**src/rtl/mem_lsu_if.sv**
```systemverilog
// Data-memory request/response channel between the load/store unit (master)
// and the data memory (slave).
`ifndef MEMOP_LEN
`define MEMOP_LEN 4
`endif
`ifndef TRAP_LEN
`define TRAP_LEN 70
`endif

interface mem_lsu_if #(
    parameter int XLEN   = 64,
    parameter int STRB_W = XLEN / 8
);
    logic              req_valid;
    logic              req_ready;
    logic [XLEN-1:0]   req_addr;
    logic              req_wen;
    logic [XLEN-1:0]   req_wdata;
    logic [STRB_W-1:0] req_wstrb;
    logic              resp_valid;
    logic [XLEN-1:0]   resp_rdata;

    modport master (
        output req_valid, req_addr, req_wen, req_wdata, req_wstrb,
        input  req_ready, resp_valid, resp_rdata
    );

    modport slave (
        input  req_valid, req_addr, req_wen, req_wdata, req_wstrb,
        output req_ready, resp_valid, resp_rdata
    );
endinterface

```
**src/rtl/mem_lsu.sv**
```systemverilog
// Memory-stage load/store unit: issues one data-memory access per EX/MEM entry
// and formats the registered result for MEM/WB. Option: MEM_MISALIGN_TRAP_EN.
`ifndef MEMOP_LEN
`define MEMOP_LEN 4
`endif
`ifndef TRAP_LEN
`define TRAP_LEN 70
`endif

module mem_lsu #(
    parameter int XLEN   = 64,
    parameter int STRB_W = XLEN / 8
) (
    input  logic                  clk,
    input  logic                  rst,
    input  logic                  flush_i,
    input  logic                  in_valid_i,
    output logic                  in_ready_o,
    input  logic [XLEN-1:0]       pc_i,
    input  logic [4:0]            rd_idx_i,
    input  logic [XLEN-1:0]       alu_data_i,
    input  logic [XLEN-1:0]       rs2_data_i,
    input  logic [`MEMOP_LEN-1:0] mem_op_i,
    input  logic [`TRAP_LEN-1:0]  trap_bus_i,
    mem_lsu_if.master             mem,
    output logic                  out_valid_o,
    output logic [XLEN-1:0]       out_pc_o,
    output logic [4:0]            out_rd_idx_o,
    output logic [XLEN-1:0]       out_rd_data_o,
    output logic [`TRAP_LEN-1:0]  out_trap_bus_o
);
    localparam logic [3:0] OP_LB  = 4'd1;
    localparam logic [3:0] OP_LBU = 4'd2;
    localparam logic [3:0] OP_LH  = 4'd3;
    localparam logic [3:0] OP_LHU = 4'd4;
    localparam logic [3:0] OP_LW  = 4'd5;
    localparam logic [3:0] OP_LWU = 4'd6;
    localparam logic [3:0] OP_LD  = 4'd7;
    localparam logic [3:0] OP_SB  = 4'd8;
    localparam logic [3:0] OP_SH  = 4'd9;
    localparam logic [3:0] OP_SW  = 4'd10;

    typedef enum logic [1:0] {
        S_IDLE  = 2'd0,
        S_REQ   = 2'd1,
        S_RESP  = 2'd2,
        S_DRAIN = 2'd3
    } state_e;

    function automatic logic is_load(input logic [3:0] op);
        return (op >= 4'd1) && (op <= 4'd7);
    endfunction

    function automatic logic is_store(input logic [3:0] op);
        return (op >= 4'd8) && (op <= 4'd11);
    endfunction

    // Access size: 0 byte, 1 half, 2 word, 3 double.
    function automatic logic [1:0] op_size(input logic [3:0] op);
        logic [1:0] size;
        case (op)
            OP_LB, OP_LBU, OP_SB: size = 2'd0;
            OP_LH, OP_LHU, OP_SH: size = 2'd1;
            OP_LW, OP_LWU, OP_SW: size = 2'd2;
            default:              size = 2'd3;
        endcase
        return size;
    endfunction

    // Lanes shifted past byte 7 fall off; a double always writes the whole word.
    function automatic logic [STRB_W-1:0] lane_strb(input logic [1:0] size, input logic [2:0] off);
        logic [15:0] wide;
        case (size)
            2'd0:    wide = 16'h0001 << off;
            2'd1:    wide = 16'h0003 << off;
            2'd2:    wide = 16'h000F << off;
            default: wide = 16'h00FF;
        endcase
        return wide[STRB_W-1:0];
    endfunction

`ifdef MEM_MISALIGN_TRAP_EN
    function automatic logic misaligned(input logic [1:0] size, input logic [2:0] off);
        logic mis;
        case (size)
            2'd0:    mis = 1'b0;
            2'd1:    mis = off[0];
            2'd2:    mis = |off[1:0];
            default: mis = |off;
        endcase
        return mis;
    endfunction
`endif

    function automatic logic [XLEN-1:0] load_fmt(input logic [3:0] op, input logic [2:0] off,
                                                 input logic [XLEN-1:0] rdata);
        logic [XLEN-1:0] sh;
        logic [XLEN-1:0] res;
        sh = rdata >> {off, 3'b000};
        case (op)
            OP_LB:   res = {{(XLEN-8){sh[7]}}, sh[7:0]};
            OP_LBU:  res = {{(XLEN-8){1'b0}}, sh[7:0]};
            OP_LH:   res = {{(XLEN-16){sh[15]}}, sh[15:0]};
            OP_LHU:  res = {{(XLEN-16){1'b0}}, sh[15:0]};
            OP_LW:   res = {{(XLEN-32){sh[31]}}, sh[31:0]};
            OP_LWU:  res = {{(XLEN-32){1'b0}}, sh[31:0]};
            OP_LD:   res = sh;
            default: res = {XLEN{1'b0}};
        endcase
        return res;
    endfunction

    state_e               state_q, state_d;
    logic [3:0]           op_q, op_d;
    logic [2:0]           off_q, off_d;
    logic [XLEN-1:0]      addr_q, addr_d;
    logic                 wen_q, wen_d;
    logic [XLEN-1:0]      wdata_q, wdata_d;
    logic [STRB_W-1:0]    wstrb_q, wstrb_d;
    logic [XLEN-1:0]      pc_q, pc_d;
    logic [4:0]           rd_q, rd_d;
    logic                 out_valid_q, out_valid_d;
    logic [XLEN-1:0]      out_pc_q, out_pc_d;
    logic [4:0]           out_rd_q, out_rd_d;
    logic [XLEN-1:0]      out_data_q, out_data_d;
    logic [`TRAP_LEN-1:0] out_trap_q, out_trap_d;

    logic       accept_s, trap_in_s, is_mem_s, misal_s, mem_go_s;
    logic [1:0] in_size_s;

    // Decode of the incoming entry.
    always_comb begin
        in_size_s = op_size(mem_op_i);
        accept_s  = in_valid_i && !flush_i && (state_q == S_IDLE);
        trap_in_s = |trap_bus_i;
        is_mem_s  = is_load(mem_op_i) || is_store(mem_op_i);
`ifdef MEM_MISALIGN_TRAP_EN
        misal_s   = is_mem_s && misaligned(in_size_s, alu_data_i[2:0]);
`else
        misal_s   = 1'b0;
`endif
        mem_go_s  = accept_s && !trap_in_s && is_mem_s && !misal_s;
    end

    // State register.
    always_ff @(posedge clk) begin
        if (rst) begin
            state_q <= S_IDLE;
        end else begin
            state_q <= state_d;
        end
    end

    // Next state; a flush in RESP must still absorb the outstanding response.
    always_comb begin
        state_d = state_q;
        case (state_q)
            S_IDLE: begin
                if (mem_go_s) state_d = S_REQ;
                else          state_d = S_IDLE;
            end
            S_REQ: begin
                if (flush_i)          state_d = S_IDLE;
                else if (mem.req_ready) state_d = S_RESP;
                else                  state_d = S_REQ;
            end
            S_RESP: begin
                if (mem.resp_valid)   state_d = S_IDLE;
                else if (flush_i)     state_d = S_DRAIN;
                else                  state_d = S_RESP;
            end
            S_DRAIN: begin
                if (mem.resp_valid)   state_d = S_IDLE;
                else                  state_d = S_DRAIN;
            end
            default: state_d = S_IDLE;
        endcase
    end

    // FSM outputs; a flush in REQ withdraws the request in the same cycle.
    always_comb begin
        in_ready_o     = (state_q == S_IDLE);
        mem.req_valid  = (state_q == S_REQ) && !flush_i;
        mem.req_addr   = addr_q;
        mem.req_wen    = wen_q;
        mem.req_wdata  = wdata_q;
        mem.req_wstrb  = wstrb_q;
        out_valid_o    = out_valid_q;
        out_pc_o       = out_pc_q;
        out_rd_idx_o   = out_rd_q;
        out_rd_data_o  = out_data_q;
        out_trap_bus_o = out_trap_q;
    end

    // Datapath next values: request latch on accept, result latch on completion.
    always_comb begin
        op_d        = op_q;
        off_d       = off_q;
        addr_d      = addr_q;
        wen_d       = wen_q;
        wdata_d     = wdata_q;
        wstrb_d     = wstrb_q;
        pc_d        = pc_q;
        rd_d        = rd_q;
        out_valid_d = 1'b0;
        out_pc_d    = out_pc_q;
        out_rd_d    = out_rd_q;
        out_data_d  = out_data_q;
        out_trap_d  = out_trap_q;
        if (mem_go_s) begin
            op_d    = mem_op_i;
            off_d   = alu_data_i[2:0];
            addr_d  = {alu_data_i[XLEN-1:3], 3'b000};
            wen_d   = is_store(mem_op_i);
            wstrb_d = lane_strb(in_size_s, alu_data_i[2:0]);
            pc_d    = pc_i;
            rd_d    = rd_idx_i;
            if (is_store(mem_op_i)) wdata_d = rs2_data_i << {alu_data_i[2:0], 3'b000};
            else                    wdata_d = {XLEN{1'b0}};
        end else if (accept_s) begin
            out_valid_d = 1'b1;
            out_pc_d    = pc_i;
            out_rd_d    = rd_idx_i;
            if (misal_s) begin
                out_data_d = {XLEN{1'b0}};
                out_trap_d = {1'b1, (is_store(mem_op_i) ? 5'd6 : 5'd4), alu_data_i};
            end else begin
                out_data_d = alu_data_i;
                out_trap_d = trap_bus_i;
            end
        end else if ((state_q == S_RESP) && mem.resp_valid && !flush_i) begin
            out_valid_d = 1'b1;
            out_pc_d    = pc_q;
            out_rd_d    = rd_q;
            out_trap_d  = {`TRAP_LEN{1'b0}};
            if (wen_q) out_data_d = {XLEN{1'b0}};
            else       out_data_d = load_fmt(op_q, off_q, mem.resp_rdata);
        end else begin
            out_valid_d = 1'b0;
        end
    end

    // Datapath registers.
    always_ff @(posedge clk) begin
        if (rst) begin
            op_q        <= 4'd0;
            off_q       <= 3'd0;
            addr_q      <= {XLEN{1'b0}};
            wen_q       <= 1'b0;
            wdata_q     <= {XLEN{1'b0}};
            wstrb_q     <= {STRB_W{1'b0}};
            pc_q        <= {XLEN{1'b0}};
            rd_q        <= 5'd0;
            out_valid_q <= 1'b0;
            out_pc_q    <= {XLEN{1'b0}};
            out_rd_q    <= 5'd0;
            out_data_q  <= {XLEN{1'b0}};
            out_trap_q  <= {`TRAP_LEN{1'b0}};
        end else begin
            op_q        <= op_d;
            off_q       <= off_d;
            addr_q      <= addr_d;
            wen_q       <= wen_d;
            wdata_q     <= wdata_d;
            wstrb_q     <= wstrb_d;
            pc_q        <= pc_d;
            rd_q        <= rd_d;
            out_valid_q <= out_valid_d;
            out_pc_q    <= out_pc_d;
            out_rd_q    <= out_rd_d;
            out_data_q  <= out_data_d;
            out_trap_q  <= out_trap_d;
        end
    end
endmodule

```
**src/flat_wrapper.sv**
```systemverilog
// flat-port wrapper written by rule: the top's interface ports become plain ports
module mem_lsu_flat 
#(
    parameter int XLEN   = 64,
    parameter int STRB_W = XLEN / 8
)
  (clk, rst, flush_i, in_valid_i, in_ready_o, pc_i, rd_idx_i, alu_data_i, rs2_data_i, mem_op_i, trap_bus_i, out_valid_o, out_pc_o, out_rd_idx_o, out_rd_data_o, out_trap_bus_o, mem_req_valid, mem_req_addr, mem_req_wen, mem_req_wdata, mem_req_wstrb, mem_req_ready, mem_resp_valid, mem_resp_rdata);
  mem_lsu_if #(.XLEN(XLEN), .STRB_W(STRB_W)) mem_i ();
  input  logic clk;
  input  logic rst;
  input  logic flush_i;
  input  logic in_valid_i;
  output logic in_ready_o;
  input  logic [XLEN-1:0] pc_i;
  input  logic [4:0] rd_idx_i;
  input  logic [XLEN-1:0] alu_data_i;
  input  logic [XLEN-1:0] rs2_data_i;
  input  logic [`MEMOP_LEN-1:0] mem_op_i;
  input  logic [`TRAP_LEN-1:0] trap_bus_i;
  output logic out_valid_o;
  output logic [XLEN-1:0] out_pc_o;
  output logic [4:0] out_rd_idx_o;
  output logic [XLEN-1:0] out_rd_data_o;
  output logic [`TRAP_LEN-1:0] out_trap_bus_o;
  output wire logic [$bits(mem_i.req_valid)-1:0] mem_req_valid;
  output wire logic [$bits(mem_i.req_addr)-1:0] mem_req_addr;
  output wire logic [$bits(mem_i.req_wen)-1:0] mem_req_wen;
  output wire logic [$bits(mem_i.req_wdata)-1:0] mem_req_wdata;
  output wire logic [$bits(mem_i.req_wstrb)-1:0] mem_req_wstrb;
  input wire logic [$bits(mem_i.req_ready)-1:0] mem_req_ready;
  input wire logic [$bits(mem_i.resp_valid)-1:0] mem_resp_valid;
  input wire logic [$bits(mem_i.resp_rdata)-1:0] mem_resp_rdata;
  assign mem_req_valid = mem_i.req_valid;
  assign mem_req_addr = mem_i.req_addr;
  assign mem_req_wen = mem_i.req_wen;
  assign mem_req_wdata = mem_i.req_wdata;
  assign mem_req_wstrb = mem_i.req_wstrb;
  assign mem_i.req_ready = mem_req_ready;
  assign mem_i.resp_valid = mem_resp_valid;
  assign mem_i.resp_rdata = mem_resp_rdata;
  mem_lsu #(.XLEN(XLEN), .STRB_W(STRB_W)) u_core (.clk(clk), .rst(rst), .flush_i(flush_i), .in_valid_i(in_valid_i), .in_ready_o(in_ready_o), .pc_i(pc_i), .rd_idx_i(rd_idx_i), .alu_data_i(alu_data_i), .rs2_data_i(rs2_data_i), .mem_op_i(mem_op_i), .trap_bus_i(trap_bus_i), .mem(mem_i), .out_valid_o(out_valid_o), .out_pc_o(out_pc_o), .out_rd_idx_o(out_rd_idx_o), .out_rd_data_o(out_rd_data_o), .out_trap_bus_o(out_trap_bus_o));
endmodule
```
**config.mk**
```make
export PLATFORM = sky130hd
export DESIGN_NAME = mem_lsu_flat
export DESIGN_NICKNAME = d
export VERILOG_FILES = /design/src/rtl/mem_lsu_if.sv /design/src/rtl/mem_lsu.sv /design/src/flat_wrapper.sv
export SDC_FILE = /design/constraint.sdc
export NUM_CORES = 1
export LEC_CHECK = 0
export CORE_AREA = 2 2 267 269
export CTS_CLUSTER_SIZE = 10
export DETAILED_ROUTE_END_ITERATION = 16
export DIE_AREA = 0 0 269 271
export PLACE_DENSITY = 0.65
export SKIP_LAST_GASP = 1
export SLEW_MARGIN = 10
export SYNTH_ARGS = -nofsm -noshare
export SYNTH_HDL_FRONTEND = slang
export SYNTH_SLANG_ARGS = --single-unit
export TNS_END_PERCENT = 5
```
**constraint.sdc**
```tcl
create_clock -name clk -period 2.7 [get_ports clk]
set_input_delay 0.405 -clock clk [delete_from_list [all_inputs] [get_ports clk]]
set_output_delay 0.405 -clock clk [all_outputs]
set_load 0.01 [all_outputs]
```
==> impl_metrics.tcl <==
set metrics [dict create \
    viasPerCell 5.19 \
    synthCells 2502 \
    syn_to_final_growth_pct 51.8 \
    min_period_over_period 0.980 \
    vdd_ir_drop_max_mv 0.403 \
    critPathLaunch "trap_bus_i[3]" \
    wl_per_cell_um 21.6 \
    final_area_um2 30900 \
    layout.cells.non_filler 4155 \
    clkLatencyLatePin_ns 0.58 \
    cts_tree "built" \
    critPathRequiredTime_ns 3.22 \
    rsz0062_at_grt "yes" \
    final_common_cell "clkdlybuf4s50_1" \
    synth_edf_count 0 \
    hold_path.class "in2reg" \
    synth_top_family_by_area "compound AO/OA/AOI/OAI gates" \
    multiInputGateArea_um2 10900 \
    grt_usage 0.232 \
    die_h_um 271 \
    via_count 21600 \
    yosys_warnings 0 \
    synth_adder_area_share 0.00369 \
    min_period_ns 2.64 \
    clock_sinks 416 \
    synth_flop_cell "dfxtp_1" \
    wirelength_mm 89.7 \
    grt_pass1_wl_mm 130 \
    power.total_mw 15.2 \
    yosys.area_share.xor_xnor 0 \
    min_from "alu_data_i[0]" \
    leakagePower_nw 10.4 \
    synth_compound_area_frac 0.235 \
    cts-root-buf "clkbuf_16" \
    finalWeightedCongestion 0.924 \
    syn_area_um2 20300 \
    arrival_ns 3.16 \
    numCtsBuffers 51 \
    pin_count 684 \
    cts-hold-fix-buffers 0 \
    status "completed" \
    place_area_um2 29200 \
    startpoint_type "input port" \
    final_max_slew_viol_count 0 \
    max-cap-violations 0 \
    dp_hpwl_mm 67.4 \
    place.port_buffers 680 \
    fillers 6856 \
    yosysSeqAreaShare 0.409 \
    first_pass_iters 5 \
    worst_slew_pin_slew_ns 0.616 \
    clock_skew_ns 0.0186 \
    row_count 97 \
    h-tree-depth 2 \
    drcViolationCount 0 \
    setup-violations-final 0 \
    ys_async_sr_fraction 0 \
    ys_seq_elements 416 \
    placed_cells 4067 \
    relSlewSlack 0.577 \
    postRouteAntennaNets 0 \
    cts.path.max_buffers 3 \
    initial_core_util 0.292 \
    cp_max_fo 19 \
    ys_types 51 \
    grt_overflow 0 \
    core_um2 69800 \
    most-common-layout-cells "674 x clkdlybuf4s50_1, 463 x a21oi_1, 434 x nand2_1, 414 x dfxtp_1, 166 x buf_4" \
    end_kind "flip-flop" \
    power_density_nw_per_um2 494 \
    die_w_um 269 \
    grt_max_degree 77 \
    register_area_um2 8330 \
    drive_gt1_frac 0.111 \
    final-hold-violation-count 0 \
    syn_area_per_cell_um2 8.13 \
    synth_mux_area_frac 0.123 \
    synthSimpleGateAreaFrac 0.172 \
    critPathKind "in2reg" \
    antenna_found_initial 9 \
    first_global_vias 20500 \
    r2r_start "u_core.state_q[1]$_SDFF_PP0_" \
    clk_transition_reported_paths_ns 0.06 \
    dieArea_um2 72900 \
    first_iter_violations 1682 \
    nets 3533 \
    fin_tns_setup_ns 0 \
    timing.hold.ws_ns 0.293 \
    fmax_mhz 378 \
]
==> what timing repair did <==
item,4_1_cts,5_1_grt
buffers inserted,5,0
gates cloned,1,0
hold endpoints to repair,0,0
endpoints found under the setup margin,13,154
pin swaps,0,0
gates resized for setup,4,3
==> worst max-delay path, cell delays in order <==
cell and delay (ns):
clkdlybuf4s50_1 0.49, nor4_4 0.32, buf_4 0.17, nand4_1 0.30, nor2_1 0.18, buf_4 0.14, nand3_4 0.15, buf_12 0.19
bufbuf_16 0.27, or3_1 0.38, a21oi_1 0.15
==> final cells by class <==
type | count | area share
clock buffers | 65 | 0.0444
flip-flops and latches | 416 | 0.270
repair buffers | 886 | 0.288
multi-input cells | 1824 | 0.354
inverters | 7 | 0.000851
well taps | 940 | 0.0381
diodes | 8 | 0.000648
clock inverters | 9 | 0.00458
==> layer usage <==
| layer | share of wire | global-route usage | vias to the layer above |
|---|---|---|---|
| met4 | 0.041 | 0.0993 | 0 |
| met5 | 0 | 0 | - |
| met2 | 0.48 | 0.391 | 843 |
| li1 | - | - | 10300 |
| met1 | 0.41 | 0.287 | 10200 |
| met3 | 0.074 | 0.0454 | 163 |
==> cells in the mapped netlist, types with 3 or more instances <==
master | number | area, um^2
nor3b_1 | 4 | 30.0
or3_1 | 50 | 313
buf_2 | 81 | 405
buf_1 | 12 | 45.0
a22o_1 | 7 | 61.3
nand2_1 | 434 | 1630
o22ai_1 | 16 | 100
mux4_2 | 22 | 495
or2_2 | 4 | 25.0
clkbuf_2 | 3 | 15.0
o21ai_0 | 111 | 556
a211oi_1 | 124 | 931
a311oi_1 | 40 | 350
dfxtp_1 | 416 | 8330
nand4_1 | 6 | 37.5
mux2i_1 | 149 | 1490
nor2b_1 | 43 | 269
a21oi_1 | 463 | 2320
nor4_1 | 18 | 113
nor2_1 | 66 | 248
nor3_1 | 24 | 120
clkbuf_1 | 142 | 533
o31ai_1 | 7 | 52.6
o2bb2ai_1 | 15 | 131
nand2b_1 | 17 | 106
ha_1 | 6 | 75.1
buf_4 | 17 | 128
and2_1 | 18 | 113
nand3_1 | 81 | 405
inv_1 | 6 | 22.5
o211ai_1 | 7 | 52.6
mux2_2 | 45 | 507
a22oi_1 | 4 | 30.0
a31oi_1 | 24 | 150
==> cell families (layout without fill, tap and decap cells) <==
group	count (synthesis)	after routing
DFF	416	416
adders and majority gates	6	6
other	1	11
muxes	216	216
buffers and inverters	264	967
AOI/OAI and AO/OA	824	824
and+or+nand+nor	775	775
==> registers in the layout (all words and copies together), names as in the netlist <==
signal,count
u_core.pc_q,64
u_core.out_rd_data_o,64
u_core.mem.req_wdata,64
u_core.mem.req_addr,61
u_core.out_trap_bus_o,70
u_core.out_pc_o,64
u_core.rd_q,5
u_core.mem.req_wstrb,8
u_core.out_valid_o,1
u_core.out_rd_idx_o,5
u_core.state_q,2
u_core.mem.req_wen,1
u_core.op_q,4
u_core.off_q,3
==> metrics by stage <==
stage / worst slack, ns / util
final: 0.0552 / 0.443
after global routing: -0.0651 / 0.443
after CTS: 0.0122 / 0.442
after detailed placement: -0.670 / 0.419
after global placement: -0.622 / 0.419
after floorplan: 0.469 / -
==> worst paths after layout <==
| path | end | slack [ns] | cells after the start |
|---|---|---|---|
| worst max register to register | u_core.out_pc_o[39]$_SDFFE_PP0P_ | 0.23 | 6 |
| worst max-delay path | u_core.mem.req_wdata[41]$_SDFFE_PP0P_ | 0.06 | 11 |
| worst min register to register | u_core.pc_q[36]$_SDFFE_PP0P_ | 0.45 | 2 |
| worst min-delay path | u_core.off_q[0]$_SDFFE_PP0P_ | 0.29 | 3 |
==> power by group <==
part / switching [mW] / internal, mW / leakage, nW / total (mW)
sequential: 0.0917 / 6.32 / 3.38 / 6.41
clock: 2.65 / 3.80 / 0.734 / 6.46
combinational: 1.15 / 1.23 / 6.32 / 2.38
total: 3.90 / 11.4 / 10.4 / 15.2
No activity file was read; power rests on OpenSTA's default activity.
